[src/rtl/clk_tick_recovery.sv]
// rtl/clk_tick_recovery.sv - divided-clock synchroniser, tick generator and per-channel lock monitor
//
// clk_tick_recovery_chan : one channel.
//   clk       in  master clock
//   clr_n     in  synchronous active-low reset
//   sig_in    in  divided clock, treated as asynchronous data
//   lost_clr  in  write-1-to-clear for the sticky loss flag
//   tick      out one-cycle pulse per rising edge of sig_in
//   locked    out high while the period checker is in LOCKED
//   lost      out sticky loss-of-lock flag
//
// clk_tick_recovery : three channels (dclk, segclk, gclk).
//   clk, clr_n                      master clock and synchronous active-low reset
//   dclk_in, segclk_in, gclk_in     divided clocks, asynchronous data
//   lost_clr[2:0]                   write-1-to-clear, bit0=dclk bit1=segclk bit2=gclk
//   dclk_tick, segclk_tick, gclk_tick  rising-edge ticks
//   locked[2:0], lost[2:0]          per-channel status, same bit order as lost_clr

module clk_tick_recovery_chan #(
    parameter int unsigned EXP        = 10,
    parameter int unsigned TOL        = 1,
    parameter int unsigned LOCK_COUNT = 4,
    parameter int unsigned CNT_W      = 28
) (
    input  logic clk,
    input  logic clr_n,
    input  logic sig_in,
    input  logic lost_clr,
    output logic tick,
    output logic locked,
    output logic lost
);

    localparam int unsigned MC_W     = $clog2(LOCK_COUNT + 1);
    localparam int unsigned P_LO_INT = (EXP >= TOL) ? (EXP - TOL) : 0;
    localparam int unsigned P_HI_INT = EXP + TOL;
    localparam int unsigned TMO_INT  = 2 * EXP;

    // Bounds are held one bit wider than the counter so P = cnt+1 never wraps.
    localparam logic [CNT_W:0]   P_LO = (CNT_W + 1)'(P_LO_INT);
    localparam logic [CNT_W:0]   P_HI = (CNT_W + 1)'(P_HI_INT);
    localparam logic [CNT_W-1:0] TMO  = CNT_W'(TMO_INT);
    localparam logic [MC_W-1:0]  MC_LAST = MC_W'(LOCK_COUNT - 1);

    typedef enum logic [1:0] {
        ST_UNLOCKED = 2'd0,
        ST_ACQUIRE  = 2'd1,
        ST_LOCKED   = 2'd2
    } state_t;

    logic             s1_q, s2_q, s3_q;
    logic             tick_q;
    logic [CNT_W-1:0] cnt_q, cnt_d;
    logic [MC_W-1:0]  mc_q, mc_d;
    state_t           state_q, state_d;
    logic             locked_q, locked_d;
    logic             lost_q, lost_d;

    logic [CNT_W:0]   p_meas;
    logic             match;
    logic             timeout;
    logic             lost_set;

    // Three-flop chain: s1/s2 resolve metastability, s3 gives the previous
    // synchronised level for rising-edge detection.
    always_ff @(posedge clk) begin
        if (!clr_n) begin
            s1_q   <= 1'b0;
            s2_q   <= 1'b0;
            s3_q   <= 1'b0;
            tick_q <= 1'b0;
        end else begin
            s1_q   <= sig_in;
            s2_q   <= s1_q;
            s3_q   <= s2_q;
            tick_q <= s2_q & ~s3_q;
        end
    end

    // Counter restarts on every tick so that in the next tick cycle it holds
    // period-1; saturation keeps a dead input from wrapping back into range.
    always_comb begin
        cnt_d = cnt_q;
        if (tick_q) begin
            cnt_d = '0;
        end else if (!(&cnt_q)) begin
            cnt_d = cnt_q + CNT_W'(1);
        end
    end

    assign p_meas  = {1'b0, cnt_q} + (CNT_W + 1)'(1);
    assign match   = (p_meas >= P_LO) && (p_meas <= P_HI);
    assign timeout = (cnt_q >= TMO);

    always_comb begin
        state_d  = state_q;
        mc_d     = mc_q;
        lost_set = 1'b0;
        case (state_q)
            ST_UNLOCKED: begin
                // The first tick only starts a measurement window.
                if (tick_q) begin
                    state_d = ST_ACQUIRE;
                    mc_d    = '0;
                end
            end
            ST_ACQUIRE: begin
                if (tick_q) begin
                    if (match) begin
                        if (mc_q == MC_LAST) begin
                            state_d = ST_LOCKED;
                            mc_d    = '0;
                        end else begin
                            mc_d = mc_q + MC_W'(1);
                        end
                    end else begin
                        mc_d = '0;
                    end
                end else if (timeout) begin
                    state_d = ST_UNLOCKED;
                    mc_d    = '0;
                end
            end
            ST_LOCKED: begin
                if (tick_q) begin
                    if (!match) begin
                        state_d  = ST_ACQUIRE;
                        mc_d     = '0;
                        lost_set = 1'b1;
                    end
                end else if (timeout) begin
                    state_d  = ST_UNLOCKED;
                    lost_set = 1'b1;
                end
            end
            default: begin
                state_d = ST_UNLOCKED;
                mc_d    = '0;
            end
        endcase
    end

    assign locked_d = (state_d == ST_LOCKED);
    // A new loss event takes priority over a clear in the same cycle.
    assign lost_d   = lost_set | (lost_q & ~lost_clr);

    always_ff @(posedge clk) begin
        if (!clr_n) begin
            cnt_q    <= '0;
            mc_q     <= '0;
            state_q  <= ST_UNLOCKED;
            locked_q <= 1'b0;
            lost_q   <= 1'b0;
        end else begin
            cnt_q    <= cnt_d;
            mc_q     <= mc_d;
            state_q  <= state_d;
            locked_q <= locked_d;
            lost_q   <= lost_d;
        end
    end

    assign tick   = tick_q;
    assign locked = locked_q;
    assign lost   = lost_q;

endmodule

module clk_tick_recovery #(
    parameter int unsigned DCLK_PERIOD   = 10,
    parameter int unsigned SEGCLK_PERIOD = 22,
    parameter int unsigned GCLK_PERIOD   = 22,
    parameter int unsigned TOL           = 1,
    parameter int unsigned LOCK_COUNT    = 4,
    parameter int unsigned CNT_W         = 28
) (
    input  logic       clk,
    input  logic       clr_n,
    input  logic       dclk_in,
    input  logic       segclk_in,
    input  logic       gclk_in,
    input  logic [2:0] lost_clr,
    output logic       dclk_tick,
    output logic       segclk_tick,
    output logic       gclk_tick,
    output logic [2:0] locked,
    output logic [2:0] lost
);

    clk_tick_recovery_chan #(
        .EXP        (DCLK_PERIOD),
        .TOL        (TOL),
        .LOCK_COUNT (LOCK_COUNT),
        .CNT_W      (CNT_W)
    ) u_dclk (
        .clk      (clk),
        .clr_n    (clr_n),
        .sig_in   (dclk_in),
        .lost_clr (lost_clr[0]),
        .tick     (dclk_tick),
        .locked   (locked[0]),
        .lost     (lost[0])
    );

    clk_tick_recovery_chan #(
        .EXP        (SEGCLK_PERIOD),
        .TOL        (TOL),
        .LOCK_COUNT (LOCK_COUNT),
        .CNT_W      (CNT_W)
    ) u_segclk (
        .clk      (clk),
        .clr_n    (clr_n),
        .sig_in   (segclk_in),
        .lost_clr (lost_clr[1]),
        .tick     (segclk_tick),
        .locked   (locked[1]),
        .lost     (lost[1])
    );

    clk_tick_recovery_chan #(
        .EXP        (GCLK_PERIOD),
        .TOL        (TOL),
        .LOCK_COUNT (LOCK_COUNT),
        .CNT_W      (CNT_W)
    ) u_gclk (
        .clk      (clk),
        .clr_n    (clr_n),
        .sig_in   (gclk_in),
        .lost_clr (lost_clr[2]),
        .tick     (gclk_tick),
        .locked   (locked[2]),
        .lost     (lost[2])
    );

endmodule

[config.mk]
export PLATFORM = sky130hd
export DESIGN_NAME = clk_tick_recovery
export DESIGN_NICKNAME = d
export VERILOG_FILES = /design/src/rtl/clk_tick_recovery.sv
export SDC_FILE = /design/constraint.sdc
export NUM_CORES = 1
export LEC_CHECK = 0
export CAP_MARGIN = 30
export CORE_AREA = 2 2 131 133
export CTS_CLUSTER_DIAMETER = 100
export DETAILED_ROUTE_END_ITERATION = 16
export DIE_AREA = 0 0 133 135
export SYNTH_ARGS = -nofsm -noshare
export SYNTH_HDL_FRONTEND = slang
export SYNTH_HIERARCHICAL = 1
export SYNTH_SLANG_ARGS = --single-unit
[constraint.sdc]
create_clock -name clk -period 4.25 [get_ports clk]
set_clock_uncertainty 0.2 [all_clocks]
set_input_delay 0.425 -clock clk [delete_from_list [all_inputs] [get_ports clk]]
set_output_delay 0.425 -clock clk [all_outputs]
set_load 0.01 [all_outputs]
==> metrics.txt, run 1 <==
# TYPE chip_impl_metric gauge
chip_impl_info{name="run_status",value="finished, final reports clean"} 1
chip_impl_metric{name="synthesis.area",unit="µm²"} 7280
chip_impl_info{name="end_kind",value="flip-flop"} 1
chip_impl_metric{name="final.period_utilization",unit=""} 0.797
chip_impl_metric{name="areaGrowthSynthToFinish",unit="%"} 9.80
chip_impl_info{name="grt_setup_unrepaired",value="false"} 1
chip_impl_metric{name="seq_pwr_share",unit=""} 0.425
chip_impl_metric{name="cts.hold.buffers_added",unit=""} 0
chip_impl_metric{name="synth_cell_types",unit=""} 81
chip_impl_info{name="most_common_cell_after_layout_fill_and_taps_aside",value="sky130_fd_sc_hd__dfxtp_1"} 1
chip_impl_metric{name="maxSlewViolCount",unit=""} 0
chip_impl_metric{name="grt_max_degree",unit=""} 44
chip_impl_metric{name="synth-edff-count",unit=""} 0
chip_impl_metric{name="hold-path-cell-count",unit=""} 1
chip_impl_metric{name="placementRows",unit=""} 47
chip_impl_metric{name="drcViolationCount",unit=""} 0
chip_impl_metric{name="detailroute.via_count",unit=""} 6260
chip_impl_metric{name="critical_path_arrival",unit="ns"} 3.48
chip_impl_metric{name="clkSinkCount",unit=""} 117
chip_impl_metric{name="grt_use_met2",unit=""} 0.298
chip_impl_metric{name="use_met3",unit=""} 0.0462
chip_impl_metric{name="p_per_area",unit="nW/µm²"} 335
chip_impl_info{name="timing.critical_path.slowest_stage_cell",value="sky130_fd_sc_hd__dfxtp_1"} 1
chip_impl_metric{name="drt-pass1-iter-count",unit=""} 7
chip_impl_info{name="most-common-layout-cells",value="117 x sky130_fd_sc_hd__dfxtp_1, 79 x sky130_fd_sc_hd__a21oi_1, 64 x sky130_fd_sc_hd__nand2_1"} 1
chip_impl_metric{name="critPathRequiredTime",unit="ns"} 4.35
chip_impl_metric{name="dp_hpwl",unit="µm"} 11500
chip_impl_metric{name="h_tree_depth_reported_by_cts",unit=""} 4
chip_impl_metric{name="p_sw_frac",unit=""} 0.227
chip_impl_metric{name="layoutNonFillerInstCount",unit=""} 1096
chip_impl_info{name="crit_path_start_kind",value="flip-flop"} 1
chip_impl_metric{name="synth.yosys.warnings",unit=""} 6
chip_impl_metric{name="maxCapViolCount",unit=""} 0
chip_impl_metric{name="floorplan.die.width",unit="µm"} 133
chip_impl_metric{name="relSlewSlack",unit=""} 0.394
chip_impl_metric{name="final_period_minus_worst_setup_slack",unit="ns"} 3.39
chip_impl_metric{name="syn_inst",unit=""} 888
chip_impl_metric{name="design.die.area",unit="µm²"} 18000
chip_impl_metric{name="maxClockFrequency",unit="GHz"} 0.295
chip_impl_metric{name="share_of_the_yosys_chip_area_belonging_to_registers",unit=""} 0.322
chip_impl_metric{name="antenna_violations_before_repair",unit=""} 0
chip_impl_metric{name="r2r.worst_path.cells",unit=""} 8
chip_impl_metric{name="first_pass_grt_wire_length",unit="µm"} 28800
chip_impl_metric{name="drive_gt1_frac",unit=""} 0.0947
chip_impl_metric{name="finalSetupViolCount",unit=""} 0
chip_impl_metric{name="buffer_ports.inserted",unit=""} 16
chip_impl_metric{name="numCtsBuffers",unit=""} 17
chip_impl_metric{name="cts.path.max_buffers",unit=""} 2
chip_impl_metric{name="power.internal",unit="mW"} 2.07
chip_impl_metric{name="hold_ws",unit="ns"} 0.185
chip_impl_metric{name="worst_setup_hold_path_clk_slew",unit="ns"} 0.06
chip_impl_metric{name="die_y",unit="µm"} 135
chip_impl_metric{name="final_hold_viol_count",unit=""} 0
chip_impl_metric{name="global_route.overflow_total",unit=""} 0
chip_impl_metric{name="cts_setup_buffers",unit=""} 0
chip_impl_metric{name="detail_route.wirelength",unit="µm"} 16600
chip_impl_info{name="worst_hold_path_type",value="flip-flop to flip-flop"} 1
chip_impl_metric{name="place.gp.congestion",unit=""} 0.865
chip_impl_info{name="path_delay_family",value="simple AND/OR/NAND/NOR gates"} 1
chip_impl_info{name="cts_tree",value="yes"} 1
chip_impl_metric{name="ctsResizeCount",unit=""} 0
chip_impl_info{name="ys.flop_type",value="sky130_fd_sc_hd__dfxtp_1"} 1
chip_impl_metric{name="cp_num_buf_inv",unit=""} 1
chip_impl_metric{name="worst_pin_slew",unit="ns"} 0.909
chip_impl_metric{name="cp_num_cells",unit=""} 8
chip_impl_info{name="path_class",value="flip-flop to flip-flop"} 1
chip_impl_metric{name="wl_per_cell",unit="µm"} 15.1
chip_impl_metric{name="globalRouteTotalUtil",unit=""} 0.195
chip_impl_metric{name="p_leak",unit="nW"} 2.83
chip_impl_metric{name="insertion_delay_of_the_later_clocked_pin_in_the_worst_skew_pair",unit="ns"} 0.41
chip_impl_metric{name="vias_per_cell",unit=""} 5.71
chip_impl_metric{name="p_clk_frac",unit=""} 0.534
chip_impl_metric{name="boundaryPins",unit=""} 17
chip_impl_info{name="clock-root-buffer",value="sky130_fd_sc_hd__clkbuf_16"} 1
chip_impl_info{name="timing.critical_path.cells",value="ha_1 > and3_1 > nand2_1 > nor3_1 > nand3_1 > buf_4 > xnor2_1 > nor2_1"} 1
chip_impl_metric{name="num_antenna_cells",unit=""} 0
chip_impl_metric{name="syn_avg_cell_area",unit="µm²"} 8.20
chip_impl_metric{name="cpPeakStageDelay",unit="ns"} 0.57
chip_impl_metric{name="finalSetupTns",unit="ns"} 0
chip_impl_metric{name="ir_drop",unit="mV"} 0.285
chip_impl_metric{name="crit_path_max_fanout",unit=""} 15
chip_impl_metric{name="initial_utilization",unit=""} 0.444
chip_impl_metric{name="synth_nets",unit=""} 911
chip_impl_metric{name="gr-usage-met1",unit=""} 0.273
chip_impl_metric{name="via_count_of_the_first_global_routing_pass",unit=""} 5773
chip_impl_metric{name="asyncSetResetFlopFracSynth",unit=""} 0
chip_impl_metric{name="postSynthRegisterBits",unit=""} 117
chip_impl_metric{name="nNetsFinal",unit=""} 886
chip_impl_metric{name="p_sw",unit="mW"} 0.607
chip_impl_metric{name="placedCellCount",unit=""} 1064
chip_impl_metric{name="floorplan.core_area",unit="µm²"} 16400
chip_impl_info{name="grt.busiest_layer",value="met2"} 1
chip_impl_metric{name="power_frac_comb",unit=""} 0.040
chip_impl_metric{name="drtIter0Drc",unit=""} 476
chip_impl_metric{name="ant_nets",unit=""} 0
## area by class of cell
cell class	instances	area (µm²)
clock buffer	17	425
clock inverter	15	164
fill	1591	8410
inverter	22	82.6
multi-input combinational	681	4480
sequential	117	2340
tap	220	275
timing repair buffer	24	220
## power by group through the flow
stage / clock, mW / combinational, mW / sequential [mW]
2_1_floorplan: 0 / 0.0876 / 1.15
3_3_place_gp: 0 / 0.108 / 1.16
3_5_place_dp: 0 / 0.109 / 1.16
4_1_cts: 1.47 / 0.109 / 1.14
5_1_grt: 1.53 / 0.122 / 1.14
6_report: 1.43 / 0.108 / 1.14
## state kept, by name (all words and copies together), names as in the netlist, 2 cells and up
name,count
u_gclk/mc_q,3
u_dclk/mc_q,3
u_segclk/cnt_q,28
u_dclk/cnt_q,28
u_gclk/cnt_q,28
u_segclk/state_q,2
u_dclk/state_q,2
u_gclk/state_q,2
u_segclk/mc_q,3
## metrics by stage
stage	instance area [µm²]	setup slack (ns)	power [mW]	util
3_3_place_gp	7400	1.00	1.27	0.451
6_report	7990	0.861	2.68	0.487
3_5_place_dp	7400	0.901	1.27	0.451
2_1_floorplan	7280	1.38	1.24	-
4_1_cts	7990	0.874	2.72	0.487
5_1_grt	7990	0.574	2.79	0.487
## cells by family (layout without fill, tap and decap cells)
family / Yosys count / in the layout / synth area share
AOI/OAI and AO/OA: 184 / 184 / 0.164
xor gates and xnor gates: 83 / 83 / 0.0998
adders and majority gates: 15 / 15 / 0.0258
buffers and inverters: 90 / 78 / 0.0624
DFF: 117 / 117 / 0.322
muxes: 8 / 8 / 0.0110
and+or+nand+nor: 391 / 391 / 0.316
## cell usage after synthesis (all sizes together), types with 17 or more instances
master | number | share of area
nand2 | 64 | 0.033
clkbuf | 38 | 0.026
xnor2 | 50 | 0.060
nor2 | 55 | 0.028
buf | 30 | 0.025
nor3 | 33 | 0.025
nand4 | 43 | 0.045
and3 | 21 | 0.019
a21oi | 80 | 0.056
o21ai | 23 | 0.016
nand3 | 53 | 0.038
nor4 | 28 | 0.033
inv | 22 | 0.011
and2 | 17 | 0.015
dfxtp | 117 | 0.32
xor2 | 33 | 0.040
## layer usage
layer	vias to the layer above	share of wire	wire, µm
met2	106	0.45	7380
met1	2962	0.51	8410
met5	-	0	0
met3	15	0.034	569
met4	0	0.013	213
li1	3177	-	-
## worst paths after layout
path | startpoint | to | slack, ns
setup / recovery | u_segclk/cnt_q[0] | u_segclk/cnt_q[0] | 0.86
hold / removal | u_segclk/s3_q | u_segclk/tick | 0.18
setup reg to reg | u_segclk/cnt_q[0] | u_segclk/cnt_q[0] | 0.86
hold reg to reg | u_segclk/s3_q | u_segclk/tick | 0.18
Power figures use the tool's default switching activity.
==> run 2, diff against run 1 <==
==> constraint.sdc (replaced) <==
create_clock -name clk -period 2.8 [get_ports clk]
set_clock_uncertainty 0.2 [all_clocks]
set_input_delay 0.28 -clock clk [delete_from_list [all_inputs] [get_ports clk]]
set_output_delay 0.28 -clock clk [all_outputs]
set_load 0.01 [all_outputs]
==> run 2 against run 1 <==
Against the previous run: sequential share of layout area decreased by 2.2 points; maximum frequency increased by 26%; first-iteration DRC count decreased by 5.3%; final cell count increased by 6.8%; design area increased by 9.1%; core utilization increased by 4.4 points; sequential power increased by 50%; highest routed layer unchanged.
==> metrics.txt, run 2 (same netlist as run 1, synthesis figures left out) <==
# TYPE chip_impl_metric gauge
chip_impl_metric{name="power_frac_comb",unit=""} 0.055
chip_impl_metric{name="post-layout-total-power",unit="mW"} 3.98
chip_impl_metric{name="clkSinkCount",unit=""} 117
chip_impl_info{name="path_class",value="flip-flop to flip-flop"} 1
chip_impl_metric{name="p_per_area",unit="nW/µm²"} 456
chip_impl_metric{name="initial_utilization",unit=""} 0.444
chip_impl_info{name="worst_hold_path_type",value="flip-flop to flip-flop"} 1
chip_impl_metric{name="finish.instance_area",unit="µm²"} 8720
chip_impl_metric{name="critPathRequiredTime",unit="ns"} 2.91
chip_impl_metric{name="worst_setup_hold_path_clk_slew",unit="ns"} 0.05
chip_impl_info{name="crit_path_start_kind",value="flip-flop"} 1
chip_impl_metric{name="final.period_utilization",unit=""} 0.958
chip_impl_metric{name="detail_route.wirelength",unit="µm"} 17600
chip_impl_metric{name="cpPeakStageDelay",unit="ns"} 0.42
chip_impl_info{name="most-common-layout-cells",value="106 x sky130_fd_sc_hd__dfxtp_1, 81 x sky130_fd_sc_hd__buf_4, 79 x sky130_fd_sc_hd__a21oi_1"} 1
chip_impl_metric{name="maxSlewViolCount",unit=""} 0
chip_impl_metric{name="floorplan.die.width",unit="µm"} 133
chip_impl_info{name="end_kind",value="flip-flop"} 1
chip_impl_metric{name="drtIter0Drc",unit=""} 451
chip_impl_metric{name="finalSetupViolCount",unit=""} 0
chip_impl_metric{name="final_hold_viol_count",unit=""} 0
chip_impl_metric{name="maxCapViolCount",unit=""} 0
chip_impl_metric{name="nNetsFinal",unit=""} 961
chip_impl_metric{name="ant_nets",unit=""} 0
chip_impl_info{name="grt_setup_unrepaired",value="true"} 1
chip_impl_metric{name="dp_hpwl",unit="µm"} 12300
chip_impl_metric{name="placement.cell_area",unit="µm²"} 7940
chip_impl_metric{name="insertion_delay_of_the_later_clocked_pin_in_the_worst_skew_pair",unit="ns"} 0.42
chip_impl_metric{name="cts.path.max_buffers",unit=""} 2
chip_impl_metric{name="design.die.area",unit="µm²"} 18000
chip_impl_metric{name="die_y",unit="µm"} 135
chip_impl_metric{name="floorplan.core_area",unit="µm²"} 16400
chip_impl_metric{name="globalRouteTotalUtil",unit=""} 0.201
chip_impl_metric{name="vias_per_cell",unit=""} 5.60
chip_impl_metric{name="fill_cells",unit=""} 1518
chip_impl_info{name="timing.critical_path.slowest_stage_cell",value="sky130_fd_sc_hd__nor4_4"} 1
chip_impl_info{name="most_common_cell_after_layout_fill_and_taps_aside",value="sky130_fd_sc_hd__dfxtp_1"} 1
chip_impl_metric{name="global_route.overflow_total",unit=""} 0
chip_impl_metric{name="buffer_ports.inserted",unit=""} 16
chip_impl_metric{name="first_pass_grt_wire_length",unit="µm"} 29500
chip_impl_metric{name="num_antenna_cells",unit=""} 0
chip_impl_metric{name="drcViolationCount",unit=""} 0
chip_impl_metric{name="wl_per_cell",unit="µm"} 15.0
chip_impl_metric{name="relSlewSlack",unit=""} 0.599
chip_impl_metric{name="numCtsBuffers",unit=""} 17
chip_impl_metric{name="p_sw",unit="mW"} 0.913
chip_impl_metric{name="areaGrowthSynthToFinish",unit="%"} 19.8
chip_impl_metric{name="critical_path_arrival",unit="ns"} 2.79
chip_impl_metric{name="placementRows",unit=""} 47
chip_impl_metric{name="ir_drop",unit="mV"} 0.556
chip_impl_info{name="clock-root-buffer",value="sky130_fd_sc_hd__clkbuf_16"} 1
chip_impl_metric{name="via_count_of_the_first_global_routing_pass",unit=""} 6122
chip_impl_metric{name="grt_max_degree",unit=""} 45
chip_impl_metric{name="seq_pwr_share",unit=""} 0.431
chip_impl_metric{name="place.gp.congestion",unit=""} 0.895
chip_impl_metric{name="p_clk_frac",unit=""} 0.515
chip_impl_info{name="cts_tree",value="yes"} 1
chip_impl_metric{name="crit_path_max_fanout",unit=""} 6
chip_impl_metric{name="boundaryPins",unit=""} 17
chip_impl_info{name="run_status",value="finished, final reports clean"} 1
chip_impl_metric{name="worst_pin_slew",unit="ns"} 0.587
chip_impl_metric{name="maxClockFrequency",unit="GHz"} 0.373
chip_impl_metric{name="cp_num_buf_inv",unit=""} 0
chip_impl_metric{name="drive_gt1_frac",unit=""} 0.191
chip_impl_metric{name="h_tree_depth_reported_by_cts",unit=""} 4
chip_impl_metric{name="antenna_violations_before_repair",unit=""} 0
chip_impl_metric{name="drt-pass1-iter-count",unit=""} 5
chip_impl_metric{name="p_sw_frac",unit=""} 0.230
chip_impl_info{name="path_delay_family",value="simple AND/OR/NAND/NOR gates"} 1
chip_impl_metric{name="final_period_minus_worst_setup_slack",unit="ns"} 2.68
chip_impl_metric{name="detailroute.via_count",unit=""} 6561
chip_impl_info{name="reg.largest.list",value="u_dclk/cnt_q (28), u_gclk/cnt_q (28), u_segclk/cnt_q (28)"} 1
chip_impl_info{name="timing.critical_path.cells",value="nand4_1 > nor4_4 > and4_2 > xor2_1 > a2111oi_4 > nand4_4 > a211o_2"} 1
chip_impl_metric{name="power.internal",unit="mW"} 3.06
chip_impl_metric{name="p_leak",unit="nW"} 3.25
run 2: path summary, 6_finish.rpt:
check	startpoint	endpoint	slack (ns)	depth (start not counted)
worst max-delay path	u_gclk/cnt_q[9]	u_gclk/state_q[0]	0.12	7
worst min-delay path	u_gclk/s3_q	u_gclk/tick	0.19	1
worst max register to register	u_gclk/cnt_q[9]	u_gclk/state_q[0]	0.12	7
worst min register to register	u_gclk/s3_q	u_gclk/tick	0.19	1
run 2: worst reg2reg max path, stage by stage (launching register included):
cell and delay [ns]:
sky130_fd_sc_hd__dfxtp_2 0.38, sky130_fd_sc_hd__nand4_1 0.25, sky130_fd_sc_hd__nor4_4 0.43, sky130_fd_sc_hd__and4_2 0.30, sky130_fd_sc_hd__xor2_1 0.10, sky130_fd_sc_hd__a2111oi_4 0.35, sky130_fd_sc_hd__nand4_4 0.23, sky130_fd_sc_hd__a211o_2 0.34
run 2: routing by layer:
layer | share of wire | routed length [µm] | GRT usage | vias up
li1 | - | - | - | 3323
met1 | 0.49 | 8610 | 0.271 | 3067
met2 | 0.45 | 7950 | 0.317 | 150
met3 | 0.044 | 780 | 0.0522 | 21
met4 | 0.012 | 218 | 0.0597 | 0
met5 | 0 | 0 | 0 | -
run 2: cell type report:
cell class / instances / area [µm²] / share of cell area
multi-input cells: 681 / 4640 / 0.533
flip-flops and latches: 117 / 2360 / 0.271
repair buffers: 99 / 800 / 0.0917
clock buffers: 23 / 478 / 0.0548
well taps: 220 / 275 / 0.0316
inverters: 22 / 82.6 / 0.00947
clock inverters: 9 / 77.6 / 0.00890
run 2: what timing repair did:
action | 4_1_cts | 5_1_grt
pin swaps | 0 | 9
endpoints found under the hold margin | 0 | 0
setup endpoints to repair | 5 | 16
hold buffers | 0 | 0
buffers inserted | 0 | 7
gates resized for setup | 1 | 39
run 2: power by group through the flow:
| stage | sequential [mW] | combinational (mW) | clock (mW) |
|---|---|---|---|
| floorplan | 1.75 | 0.137 | 0 |
| global placement | 1.75 | 0.213 | 0 |
| global route | 1.72 | 0.243 | 2.18 |
| CTS | 1.71 | 0.214 | 2.11 |
| detailed placement | 1.75 | 0.212 | 0 |
| finish | 1.71 | 0.217 | 2.05 |
run 2: through the flow:
step                      setup TNS, ns  utilization  worst slack, ns  hold slack [ns]  std cells
after floorplan                       0            -           0.0380            0.167        888
after global placement                0        0.484           0.0339            0.169       1132
after detailed placement        -0.0497        0.484          -0.0215            0.179       1132
after CTS                             0        0.518          0.00789            0.188       1164
after global routing            -0.0366        0.532          -0.0170            0.201       1171
final                                 0        0.532            0.118            0.187       1171
==> run 3, diff against run 2 <==
--- a/config.mk
+++ b/config.mk
@@ -10,6 +10,7 @@
 export CTS_CLUSTER_DIAMETER = 100
 export DETAILED_ROUTE_END_ITERATION = 16
 export DIE_AREA = 0 0 133 135
+export GPL_TIMING_DRIVEN = 1
 export SYNTH_ARGS = -nofsm -noshare
 export SYNTH_HDL_FRONTEND = slang
 export SYNTH_HIERARCHICAL = 1
==> results of run 3 <==
No change in the layout: final DEF, timing and power equal those of run 2.
